### src/rtl/pipe_ctrl_pkg.sv
// pipe_ctrl_pkg: shared definitions for the pipeline hazard controller.
//   - RV32 opcode constants used to decide which source registers an
//     instruction in ID actually reads.
//   - Controller state encoding (RUN / FLUSH / MEM_WAIT) and its width.
//   - Width of the internal flush-cycle counter (FLUSH_CYCLES is 1..7).
package pipe_ctrl_pkg;

    localparam logic [6:0] OP_LUI   = 7'b0110111;
    localparam logic [6:0] OP_AUIPC = 7'b0010111;
    localparam logic [6:0] OP_JAL   = 7'b1101111;
    localparam logic [6:0] OP_R     = 7'b0110011;
    localparam logic [6:0] OP_S     = 7'b0100011;
    localparam logic [6:0] OP_B     = 7'b1100011;
    localparam logic [6:0] OP_LOAD  = 7'b0000011;

    localparam int STATE_W = 2;
    localparam int FCNT_W  = 3;

    typedef enum logic [STATE_W-1:0] {
        RUN      = 2'd0,
        FLUSH    = 2'd1,
        MEM_WAIT = 2'd2
    } state_e;

endpackage

### src/rtl/hazard_detect.sv
// hazard_detect: combinational load-use hazard detector.
// Ports:
//   ifid_inst    in  32  instruction in ID (rs1=[19:15], rs2=[24:20], opcode=[6:0])
//   idex_memRead in  1   instruction in EX is a load
//   idex_rd      in  5   destination register of the instruction in EX
//   load_use     out 1   ID reads a register the EX load has not produced yet
module hazard_detect
    import pipe_ctrl_pkg::*;
(
    input  logic [31:0] ifid_inst,
    input  logic        idex_memRead,
    input  logic [4:0]  idex_rd,
    output logic        load_use
);

    logic [6:0] opcode_s;
    logic [4:0] rs1_s;
    logic [4:0] rs2_s;
    logic       rs1_used_s;
    logic       rs2_used_s;
    logic       unused_inst_s;

    assign opcode_s = ifid_inst[6:0];
    assign rs1_s    = ifid_inst[19:15];
    assign rs2_s    = ifid_inst[24:20];

    // The rs fields of U/J-type encodings hold immediate bits, not registers.
    assign rs1_used_s = !((opcode_s == OP_LUI) || (opcode_s == OP_AUIPC) || (opcode_s == OP_JAL));
    assign rs2_used_s = (opcode_s == OP_R) || (opcode_s == OP_S) || (opcode_s == OP_B);

    // x0 is never a real dependency.
    assign load_use = idex_memRead && (idex_rd != 5'd0) &&
                      ((rs1_used_s && (rs1_s == idex_rd)) || (rs2_used_s && (rs2_s == idex_rd)));

    assign unused_inst_s = ^{ifid_inst[31:25], ifid_inst[14:7]};

endmodule

### src/rtl/pipe_hazard_ctrl.sv
// pipe_hazard_ctrl: hazard and sequencing controller for the 5-stage pipeline.
// Drives write-enables / flushes of PC, IF/ID, ID/EX and the EX/MEM hold.
// Outputs respond combinationally to current inputs and registered state.
// Parameters: FLUSH_CYCLES (1..7) cycles of flush per taken branch,
//             CNT_W width of the performance counters.
// Optional feature macro: HAZARD_PERF_CNT_EN -- when defined, stall_cnt and
// flush_cnt are saturating counters; otherwise they are tied to zero.
// Ports:
//   clk, rst (synchronous, active-low)
//   ifid_inst, idex_memRead, idex_rd  hazard decode inputs
//   branch_taken, dmem_busy           EX redirect / MEM wait inputs
//   pc_write, ifid_write, ifid_flush, idex_flush, exmem_hold  pipeline controls
//   state_o                           current state (debug)
//   stall_cnt, flush_cnt              performance counters
module pipe_hazard_ctrl
    import pipe_ctrl_pkg::*;
#(
    parameter int FLUSH_CYCLES = 1,
    parameter int CNT_W        = 16
) (
    input  logic               clk,
    input  logic               rst,
    input  logic [31:0]        ifid_inst,
    input  logic               idex_memRead,
    input  logic [4:0]         idex_rd,
    input  logic               branch_taken,
    input  logic               dmem_busy,
    output logic               pc_write,
    output logic               ifid_write,
    output logic               ifid_flush,
    output logic               idex_flush,
    output logic               exmem_hold,
    output logic [STATE_W-1:0] state_o,
    output logic [CNT_W-1:0]   stall_cnt,
    output logic [CNT_W-1:0]   flush_cnt
);

    localparam logic [FCNT_W-1:0] FLUSH_LOAD = FCNT_W'(FLUSH_CYCLES - 1);
    localparam logic [FCNT_W-1:0] FCNT_ONE   = FCNT_W'(1);

    state_e            state_r;
    state_e            state_nxt_s;
    logic [FCNT_W-1:0] fcnt_r;      // flush cycles still owed, including the current one
    logic [FCNT_W-1:0] fcnt_nxt_s;
    logic              pend_r;      // branch seen while memory was busy
    logic              pend_nxt_s;
    logic              load_use_s;
    logic              do_hold_s;
    logic              do_flush_s;
    logic              stall_inc_s;
    logic              flush_inc_s;

    hazard_detect u_hazard_detect (
        .ifid_inst    (ifid_inst),
        .idex_memRead (idex_memRead),
        .idex_rd      (idex_rd),
        .load_use     (load_use_s)
    );

    // Classify the cycle: memory hold wins, then an owed flush, else normal decode.
    always_comb begin
        do_hold_s  = 1'b0;
        do_flush_s = 1'b0;
        case (state_r)
            RUN: begin
                do_hold_s = dmem_busy;
            end
            FLUSH: begin
                do_hold_s  = dmem_busy;
                do_flush_s = !dmem_busy;
            end
            MEM_WAIT: begin
                do_hold_s  = dmem_busy;
                do_flush_s = !dmem_busy && (pend_r || (fcnt_r != '0));
            end
            default: begin
                do_hold_s = dmem_busy;
            end
        endcase
    end

    // Pipeline controls, next state and counter increments.
    always_comb begin
        pc_write    = 1'b1;
        ifid_write  = 1'b1;
        ifid_flush  = 1'b0;
        idex_flush  = 1'b0;
        exmem_hold  = 1'b0;
        state_nxt_s = RUN;
        fcnt_nxt_s  = fcnt_r;
        pend_nxt_s  = 1'b0;
        stall_inc_s = 1'b0;
        flush_inc_s = 1'b0;
        if (!rst) begin
            pc_write   = 1'b0;
            ifid_write = 1'b0;
            ifid_flush = 1'b1;
            idex_flush = 1'b1;
            fcnt_nxt_s = '0;
        end else if (do_hold_s) begin
            // Freeze the front end; fcnt_r is left untouched so an interrupted flush resumes.
            pc_write    = 1'b0;
            ifid_write  = 1'b0;
            exmem_hold  = 1'b1;
            stall_inc_s = 1'b1;
            state_nxt_s = MEM_WAIT;
            pend_nxt_s  = branch_taken || ((state_r == MEM_WAIT) && pend_r);
        end else if (do_flush_s) begin
            ifid_flush  = 1'b1;
            idex_flush  = 1'b1;
            flush_inc_s = pend_r;
            if (fcnt_r > FCNT_ONE) begin
                fcnt_nxt_s  = fcnt_r - FCNT_ONE;
                state_nxt_s = FLUSH;
            end else begin
                fcnt_nxt_s  = '0;
                state_nxt_s = RUN;
            end
        end else if (branch_taken) begin
            // Any coincident load-use is moot: that instruction is squashed.
            ifid_flush  = 1'b1;
            idex_flush  = 1'b1;
            flush_inc_s = 1'b1;
            if (FLUSH_CYCLES > 1) begin
                fcnt_nxt_s  = FLUSH_LOAD;
                state_nxt_s = FLUSH;
            end else begin
                fcnt_nxt_s  = '0;
                state_nxt_s = RUN;
            end
        end else if (load_use_s) begin
            // One bubble suffices: next cycle the load has moved to MEM.
            pc_write    = 1'b0;
            ifid_write  = 1'b0;
            idex_flush  = 1'b1;
            stall_inc_s = 1'b1;
        end else begin
            fcnt_nxt_s = '0;
        end
    end

    // Controller state register.
    always_ff @(posedge clk) begin
        if (!rst) begin
            state_r <= RUN;
            fcnt_r  <= '0;
            pend_r  <= 1'b0;
        end else begin
            state_r <= state_nxt_s;
            fcnt_r  <= fcnt_nxt_s;
            pend_r  <= pend_nxt_s;
        end
    end

    assign state_o = rst ? state_r : STATE_W'(0);

`ifdef HAZARD_PERF_CNT_EN
    localparam logic [CNT_W-1:0] CNT_ONE = CNT_W'(1);

    logic [CNT_W-1:0] stall_cnt_r;
    logic [CNT_W-1:0] flush_cnt_r;

    // Saturating performance counters.
    always_ff @(posedge clk) begin
        if (!rst) begin
            stall_cnt_r <= '0;
            flush_cnt_r <= '0;
        end else begin
            if (stall_inc_s && (stall_cnt_r != '1)) begin
                stall_cnt_r <= stall_cnt_r + CNT_ONE;
            end else begin
                stall_cnt_r <= stall_cnt_r;
            end
            if (flush_inc_s && (flush_cnt_r != '1)) begin
                flush_cnt_r <= flush_cnt_r + CNT_ONE;
            end else begin
                flush_cnt_r <= flush_cnt_r;
            end
        end
    end

    assign stall_cnt = stall_cnt_r;
    assign flush_cnt = flush_cnt_r;
`else
    logic perf_unused_s;
    assign perf_unused_s = stall_inc_s ^ flush_inc_s;
    assign stall_cnt     = '0;
    assign flush_cnt     = '0;
`endif

endmodule
### config.mk
export PLATFORM = sky130hd
export DESIGN_NAME = pipe_hazard_ctrl
export DESIGN_NICKNAME = d
export VERILOG_FILES = /design/src/rtl/pipe_ctrl_pkg.sv /design/src/rtl/hazard_detect.sv /design/src/rtl/pipe_hazard_ctrl.sv
export SDC_FILE = /design/constraint.sdc
export NUM_CORES = 1
export LEC_CHECK = 0
export CORE_MARGIN = 1
export CORE_UTILIZATION = 33
export DETAILED_ROUTE_END_ITERATION = 10
export PLACE_DENSITY = 0.86
export SLEW_MARGIN = 20
export SYNTH_ARGS = -nofsm -noshare
export SYNTH_HDL_FRONTEND = slang
export SYNTH_SLANG_ARGS = --single-unit
### constraint.sdc
create_clock -name clk -period 4.43 [get_ports clk]
set_input_delay 1.329 -clock clk [delete_from_list [all_inputs] [get_ports clk]]
set_output_delay 1.329 -clock clk [all_outputs]
set_load 0.01 [all_outputs]
=== Yosys cells after proc, flatten, opt, wreduce, memory -nomap -nowiden ===
Cells that the tools add are included.

* Output and inout port bits: 39
* Word-level logic and storage cells: 65
* Register bits: 6

* Equality and inequality tests: 11
* Bitwise gates (word level): 3
* Reduce and logical (&&, ||, !) cells: 20
* Mux-type cells: 25
* Magnitude comparators: 1
* Add/sub/neg operators: 1

{| class="wikitable"
|+ Operators with widths
! operator !! number
|-
| $eq A7 B6 Y1 const B || 3
|-
| $mux W1 || 17
|-
| $eq A7 B7 Y1 const B || 2
|-
| $mux W3 || 4
|-
| $eq A5 B5 Y1 || 2
|-
| $eq A7 B5 Y1 const B || 1
|-
| $logic_or A1 B1 Y1 || 7
|-
| $logic_and A1 B1 Y1 || 6
|-
| $mux W2 || 3
|-
| $reduce_bool A5 Y1 || 1
|-
| $reduce_and A2 Y1 || 2
|-
| $gt A3 B1 Y1 const B || 1
|-
| $ne A3 B2 Y1 const B || 1
|-
| $not A1 Y1 || 3
|-
| $reduce_bool A3 Y1 || 1
|-
| $reduce_or A3 Y1 || 1
|-
| $sub A3 B1 Y3 const B || 1
|-
| $eq A2 B1 Y1 const B || 1
|-
| $eq A2 B2 Y1 const B || 1
|-
| $logic_not A1 Y1 || 2
|-
| $pmux W1 S2 || 1
|}

=== Longest topological paths before layout ===
Gate-level depths: netlist of run 1.

* Depth in word-level cells: 12
* Depth in mapped cells: 7
* Depth with buffers taken out: 7

=== Hierarchy ===
From an unflattened synthesis of run 1, not the netlist that was laid out.

* Cells, all modules: 103
* Area total of the unflattened synthesis: 804.5 um^2

{| class="wikitable"
|+ By module, submodules not included
! module !! instances !! cells an instance !! area an instance (um^2)
|-
| pipe_hazard_ctrl || 1 || 80 || 634.4
|-
| hazard_detect || 1 || 23 || 170.2
|}

=== Least setup slack after synthesis of run 1 ===
Ideal clock, no wire load.

* Path kind: input to output
* Start point: input idex_rd[0]
* End point: output pc_write
* Data arrival time: 2.523 ns
* Stages: 5
* Path slack: 0.578 ns
* Cells stage by stage: or4_1 > o21ai_2 > a21oi_1 > a21oi_1 > buf_4

* Cells in the longest elaborated chain, start to end: 9
* Elaborated cells between the ends (all ways): 13

{| class="wikitable"
|+ Ends and longest elaborated chain
! element !! RTL line !! source
|-
| start: declaration || pipe_hazard_ctrl.sv:25 || <nowiki>input logic [4:0] idex_rd,</nowiki>
|-
| $eq A5 B5 Y1 || hazard_detect.sv:33 || <nowiki>((rs1_used_s && (rs1_s == idex_rd)) || (rs2_used_s && (rs2_s == idex_rd)));</nowiki>
|-
| $logic_and A1 B1 Y1 || hazard_detect.sv:33 ||
|-
| $logic_or A1 B1 Y1 || hazard_detect.sv:33 ||
|-
| $logic_and A1 B1 Y1 * || hazard_detect.sv:32 || <nowiki>assign load_use = idex_memRead && (idex_rd != 5'd0) &&</nowiki>
|-
| $mux W1 * (5 in series) || - ||
|-
| end: declaration || pipe_hazard_ctrl.sv:28 || <nowiki>output logic pc_write,</nowiki>
|}

Mark *: on every way between the ends. The rest lies on a longest branch, timed or not.

=== Worst setup path after layout of run 1 ===
* Start point: input idex_rd[4]
* End point: output idex_flush

* Cells in the longest elaborated chain, start to end: 9
* Elaborated cells between the ends (all ways): 13

{| class="wikitable"
|+ Ends and longest elaborated chain
! element !! RTL line !! source
|-
| $eq A5 B5 Y1 || hazard_detect.sv:33 ||
|-
| $logic_and A1 B1 Y1 || hazard_detect.sv:33 ||
|-
| $logic_or A1 B1 Y1 || hazard_detect.sv:33 ||
|-
| $logic_and A1 B1 Y1 * || hazard_detect.sv:32 ||
|-
| $mux W1 * || pipe_hazard_ctrl.sv:131 || <nowiki>end else if (load_use_s) begin</nowiki>
|-
| $mux W1 * || pipe_hazard_ctrl.sv:119 || <nowiki>end else if (branch_taken) begin</nowiki>
|-
| $mux W1 * || pipe_hazard_ctrl.sv:108 || <nowiki>end else if (do_flush_s) begin</nowiki>
|-
| $mux W1 * || pipe_hazard_ctrl.sv:100 || <nowiki>end else if (do_hold_s) begin</nowiki>
|-
| $mux W1 * || pipe_hazard_ctrl.sv:94 || <nowiki>if (!rst) begin</nowiki>
|-
| end: declaration || pipe_hazard_ctrl.sv:31 || <nowiki>output logic idex_flush,</nowiki>
|}

Marks and branches as above.

==> results.md, run 1 <==
* Worst Setup SP: idex_rd[4]
* Library cells used by synthesis at 32
* RR Endpoint: fcnt_r[1]
* Global Route Usage Sum at 0.1204
* WS Path Type: in2out
* Final Hold Vio Count at 0
* 1st-iter DRT viols at 10
* DRT antenna net count at 0
* Fillers at between 200 and 300
* Routability cong. at 0.7563
* Skew final at approximately 0.0044 ns
* Unrepaired setup endpoints after global routing: no
* Horiz. Die Dim at 53.34 um
* Worst Hold End: pend_r
* CP Launch Type: input port
* Clock Latency Late Sink at 0.24 ns
* CP Max Fanout at 2
* Clk slew on worst S/H paths at about 0.050 ns
* Commonest non-fill, non-tap cell in the layout: conb_1
* Pleak at around 0.00052 uW
* Total number of vias at about 760
* Cell count after synthesis at ~100
* # IOs at just over 80
* R2R Setup Slk at between 2 and 2.5 ns
* Port Buffers at 33
* Fmax at 232.3 MHz
* Reg2reg start: state_r[1]
* Largest net degree at the start of global routing at 8
* Hpwl dp at 1535 um
* DP Area at 1166 um2
* Num rows at 18
* Hold Path Class: reg2reg
* DR vias/cell at about 4.3
* Synth Cell Area at 869.6 um2
* Setup violators final at 0
* Area Overhead vs Synth at 36.69%
* Crit. End Element: primary output
* Cell Pwr Density at 155.0 nW/um2
* Max_cap viols at 0
* Core area at between 2000 and 2500 um2
* Ant diodes at 0
* Synthesized flop and latch total at 6
* Vias in the first global route at between 600 and 700
* Starting Density at 0.3510
* Antenna violations before repair at 0
* Hold Crit Depth at 2
* H-tree levels at 1
* Worst Path Required at approximately 3.1 ns
* Mean Syn Cell Area at 8.361 um2
* CTS buffer count at 3
* Grt total ovfl at 0
* Clk sinks at 6
* Peak VDD IR at 86.94 uV
* Seq/Total Area, Yosys at 0.1381
* CTS root buf: clkbuf_4
* First-pass GRT wire length at roughly 2500 um
* DRT Pass-1 Iters at 4
* Status: finished clean
* Die Height at 53.34 um
* Final Cell Area at around 1200 um2
* Share of cells above drive strength 1 at 0.1712
* CTS Buffer Depth at 2
* Register-to-Register Path Depth at 7
* Crit share post-route at 0.9719
* DIE AREA at about 2800 um2
* # DRC at 0
* CTS tree: built
* Fin nets at just under 200
* Worst EP arrival at around 3.0 ns
* Min-delay src: pend_r
* Hold Slack at 0.5321 ns
* Drt wl/cell at around 9.6 um
* Final WL at approximately 1700 um
* Slew Limit Fails at 0
* Post-route minimum period at approximately 4.3 ns
* Most frequent cells in the layout: conb_1 (32), clkdlybuf4s50_1 (30), buf_4 (8)
* Synth warnings at 0
-- critical path, cell delays in order --
cell and delay (ns):
clkdlybuf4s50_1 0.49, xnor2_1 0.12, nand3_1 0.09, or4_4 0.51
a21oi_4 0.19, a21o_1 0.13, clkbuf_2 0.12
-- cells by family (layout without fill, tap and decap cells) --
logic type / Yosys count / in the layout / synth area share
flops: 6 / 6 / 0.1381
buf+inv: 39 / 50 / 0.3108
simple gates: 26 / 26 / 0.1942
xor+xnor: 10 / 10 / 0.1007
other cells: 1 / 32 / 0.004312
compound gates: 17 / 17 / 0.1799
fa+ha+maj: 5 / 5 / 0.07194
-- worst max-delay path by stage --
stage / end / slack, ns / depth (start not counted)
2_1_floorplan: pc_write / 0.58 / 5
3_3_place_gp: idex_flush / -0.31 / 7
3_5_place_dp: idex_flush / -0.30 / 7
4_1_cts: idex_flush / 0.003 / 7
5_1_grt: idex_flush / 0.05 / 7
6_report: idex_flush / 0.12 / 7
-- Yosys cell counts --
cell type,instances,share of area
a21oi_1,5,0.029
o21ba_2,1,0.012
buf_4,33,0.28
nand3_1,1,0.0057
o221a_1,1,0.013
dfxtp_1,6,0.14
and4b_2,1,0.013
o21ai_2,2,0.020
o2111ai_1,1,0.010
and2_0,1,0.0072
and4_4,1,0.013
xnor2_1,5,0.050
xor2_1,5,0.050
or4_1,1,0.0086
conb_1,1,0.0043
a22o_1,1,0.010
and2_1,5,0.036
a311oi_4,1,0.030
a21oi_4,1,0.019
o21a_1,1,0.0086
nor2b_1,4,0.029
nor3_1,1,0.0057
or4_4,1,0.013
inv_1,6,0.026
and3_1,1,0.0072
ha_1,5,0.072
a21o_1,2,0.017
nand2_1,4,0.017
nand4_1,2,0.014
a221o_1,1,0.012
or4b_4,1,0.016
nor2_1,2,0.0086
-- power by group --
group | switching (uW) | internal [uW]
sequential | 0.798 | 55.4
combinational | 36.4 | 40.5
clock | 20.4 | 30.7
-- routing by layer --
metal  GRT usage  wire length [um]
met1      0.1124               579
met2      0.2521               938
met3    0.008621               155
met4     0.05702                21
met5           0                 0
-- state kept, by name, summed over array words and instances (netlist names) --
| register | flops |
|---|---|
| pend_r | 1 |
| state_r | 2 |
| fcnt_r | 3 |
-- timing repair --
item,CTS,global route
setup endpoints to repair,3,3
hold buffers,0,0
gates resized for setup,6,6
pin swaps,0,1
setup buffers,0,0
-- cell type report --
| class | instances | area, um2 | share of cell area |
|---|---|---|---|
| timing repair buffer | 41 | 375.4 | 0.3158 |
| multi-input combinational | 90 | 610.6 | 0.5137 |
| inverter | 6 | 22.52 | 0.01895 |
| sequential | 6 | 120.1 | 0.1011 |
| tap | 30 | 37.54 | 0.03158 |
| clock buffer | 3 | 22.52 | 0.01895 |
-- through the flow --
step	instances	worst slack, ns	setup TNS, ns	util	power (uW)
2_1_floorplan	135	0.5780	0	-	114.7
3_3_place_gp	173	-0.3072	-0.7920	0.4707	133.3
3_5_place_dp	173	-0.3039	-0.8805	0.4707	134.9
4_1_cts	176	0.002709	0	0.4843	188.0
5_1_grt	176	0.05319	0	0.4798	195.8
6_report	176	0.1244	0	0.4798	184.2
(Power assumes the default switching activity.)
==> inputs of run 2 (changes only) <==
- CELL_PAD_IN_SITES_DETAIL_PLACEMENT: not set -> 1
- CELL_PAD_IN_SITES_GLOBAL_PLACEMENT: not set -> 1
- CORE_UTILIZATION: 33 -> 21
- CTS_CLUSTER_SIZE: not set -> 10
- PLACE_DENSITY: 0.86 -> not set
- PLACE_DENSITY_LB_ADDON: not set -> 0.1
==> run 2 against run 1 <==
  * Register-to-register slack better by 0.04 ns
  * Combinational power up 3.9%
  * Clock power up 65%
  * Sequential share of layout area down 0.59 points
  * Core utilization down 16 points
  * Flip-flop and latch count unchanged
  * Sequential power about the same
  * Non-clock buffer count up 2
  * Largest cell class unchanged
  * Highest routed layer unchanged
==> results.md, run 2 (same netlist as run 1, synthesis figures left out) <==
* Largest Register: fcnt_r (unchanged)
* Fin nets at 197 (was 195)
* Core area at 4000 um2 (was 2477 um2)
* Die Height at 66.35 um (was 53.34 um)
* DRT antenna net count at 0 (unchanged)
* Top sig layer: met4 (unchanged)
* Clock share of power at 0.382 (was 0.278)
* Max reg flops at 3 (unchanged)
* Comb pwr share at 0.362 (was 0.417)
* Slowest cell on the critical path: or4_4 (unchanged)
* Post-Route M1 WL at 737 um (was 579 um)
* Area of the multi-input gates at 616.8 um2 (was 610.6 um2)
* Clock Latency Late Sink at 0.23 ns (was 0.24 ns)
* Skew final at 0.0001269 ns (was 0.004425 ns)
* Worst Path Required at 3.10 ns (about the same)
* Critical path's top delay family: simple AND/OR/NAND/NOR gates (was buffers and inverters)
* Final WL at 2089 um (was 1694 um)
* Sequential share of power at 0.255 (was 0.305)
* Slew Limit Fails at 0 (unchanged)
* NetSw at 64.87 uW (was 57.65 uW)
* Port Buffers at 33 (unchanged)
* CP Launch Type: input port (unchanged)
* CP cell instances: clkdlybuf4s50_1 > and2_1 > nand4_1 > or4_4 > a21oi_4 > a21oi_2 > clkdlybuf4s15_1 (was clkdlybuf4s50_1 > xnor2_1 > nand3_1 > or4_4 > a21oi_4 > a21o_1 > clkbuf_2)
* Global Route Usage Sum at 0.09611 (was 0.1204)
* CTS root buf: clkbuf_8 (was clkbuf_4)
* Antenna violations before repair at 0 (unchanged)
* CP max stage delay at 0.51 ns (about the same)
* Peak VDD IR at 47.42 uV (was 86.94 uV)
* Clk slew on worst S/H paths at 0.04 ns (was 0.05 ns)
* Hold Path Class: reg2reg (unchanged)
* 1st-iter DRT viols at 6 (was 10)
* Setup violators final at 0 (unchanged)
* Final Hold Vio Count at 0 (unchanged)
* CTS Hold Buffers Added at 0 (unchanged)
* Fmax at 230.0 MHz (was 232.3 MHz)
* Final Power at 220.5 uW (was 184.2 uW)
* Pleak at 0.0005419 uW (was 0.0005223 uW)
* Num rows at 23 (was 18)
* WS Path Type: in2out (unchanged)
* WL met2 at 1126 um (was 938 um)
* CTS buffer count at 3 (unchanged)
* Fin cells at 198 (was 176)
* Largest net degree at the start of global routing at 8 (unchanged)
* DR vias/cell at 3.869 (was 4.330)
* CP Buf/Inv Count at 2 (unchanged)
* Status: finished clean (unchanged)
* Cell Pwr Density at 174.7 nW/um2 (was 155.0 nW/um2)
* Placed cell count at 194 (was 173)
* Max_cap viols at 0 (unchanged)
* Crit share post-route at 0.9814 (was 0.9719)
* Ant diodes at 0 (unchanged)
* Starting Density at 0.2174 (was 0.3510)
* DIE AREA at 4402 um2 (was 2845 um2)
* H-tree levels at 1 (unchanged)
* # DRC at 0 (unchanged)
* Area Overhead vs Synth at 45.18% (was 36.69%)
* Most frequent cells in the layout: conb_1 (32), clkdlybuf4s50_1 (28), buf_4 (10) (was conb_1 (32), clkdlybuf4s50_1 (30), buf_4 (8))
* Clk sinks at 6 (unchanged)
* Worst EP arrival at 3.02 ns (was 2.98 ns)
* Commonest non-fill, non-tap cell in the layout: conb_1 (unchanged)
* DRT Pass-1 Iters at 2 (was 4)
* Sequential cell area at 120.1 um2 (unchanged)
* Share of cells above drive strength 1 at 0.1824 (was 0.1712)
* Sw Ratio at 0.2942 (was 0.3129)
* Horiz. Die Dim at 66.35 um (was 53.34 um)
* R2R Setup Slk at 2.45 ns (was 2.41 ns)
* CP Max Fanout at 2 (unchanged)
* Crit. End Element: primary output (unchanged)
* Routability cong. at 0.6951 (was 0.7563)
* # IOs at 81 (unchanged)
* Fillers at 485 (was 251)
* Hpwl dp at 1883 um (was 1535 um)
* CTS Buffer Depth at 2 (unchanged)
* Regs by FF count: fcnt_r: 3 flops, state_r: 2 flops, pend_r: 1 flops (unchanged)
* First-pass GRT wire length at 3132 um (was 2497 um)
* Vias in the first global route at 764 (was 641)
* Unrepaired setup endpoints after global routing: yes (was no)
* P_int at 155.6 uW (was 126.6 uW)
* CTS tree: built (unchanged)
* Post-route minimum period at 4.348 ns (was 4.306 ns)
* Drt wl/cell at 10.55 um (was 9.625 um)
* Grt total ovfl at 0 (unchanged)
* Met3 wire length at 183 um (was 155 um)
* Total number of vias at 766 (was 762)
-- run 2: cell types whose count changed in the layout (fill, tap and decap cells not counted), moves of 2 or more --
cell / before / now
dlygate4sd2_1: 0 / 2
clkbuf_4: 3 / 0
clkbuf_8: 0 / 3
clkbuf_2: 3 / 0
clkdlybuf4s50_1: 30 / 28
buf_4: 8 / 10
-- run 2: power groups by stage --
stage | registers (uW) | logic (uW) | clock network, uW
2_1_floorplan | 57.0 | 57.7 | 0
3_3_place_gp | 57.2 | 78.8 | 0
3_5_place_dp | 57.2 | 79.9 | 0
4_1_cts | 56.3 | 79.2 | 87.6
5_1_grt | 56.3 | 88.2 | 90.8
6_report | 56.3 | 79.9 | 84.3
-- run 2: stage by stage --
step	hold WS, ns	util	cell area [um2]	TNS, ns	setup WS (ns)
finish	0.5403	0.3156	1262	0	0.08226
global route	0.5954	0.3156	1262	0	0.006609
CTS	0.5324	0.3109	1244	0	0.005461
detailed placement	0.5238	0.2997	1199	-0.9756	-0.3624
global placement	0.5212	0.2997	1199	-0.8736	-0.3292
floorplan	0.4786	-	985.9	0	0.5780
-- run 2: path summary, 6_finish.rpt --
| kind | start | endpoint | cells after the start |
|---|---|---|---|
| setup / recovery | ifid_inst[0] | ifid_write | 7 |
| hold / removal | pend_r | pend_r | 2 |
| setup reg to reg | state_r[1] | fcnt_r[1] | 7 |
| hold reg to reg | pend_r | pend_r | 2 |
-- run 2: metal layers --
layer  up-vias  track usage
met5         -            0
met4         0      0.07713
met3         6      0.02414
met2        36       0.1773
met1       350      0.08815
li1        374            -
-- run 2: what timing repair did --
item                                    in CTS  in global routing
endpoints found under the hold margin        0                  0
gates resized for setup                     11                  5
pin swaps                                    3                  2
buffers inserted                             0                  1
endpoints found under the setup margin       3                  3
gates cloned                                 0                  0
-- run 2: layout make-up --
cell class,instances,share of cell area
well taps,50,0.04955
flip-flops and latches,6,0.09514
multi-input cells,90,0.4886
repair buffers,43,0.3162
inverters,6,0.01784
clock buffers,3,0.03271
-- run 2: tightest hold or removal path: cells and delay by family, from the launching register on --
kind	cells	cell delay, ns
compound gates	1	0.07
flops	1	0.33
simple gates	1	0.10
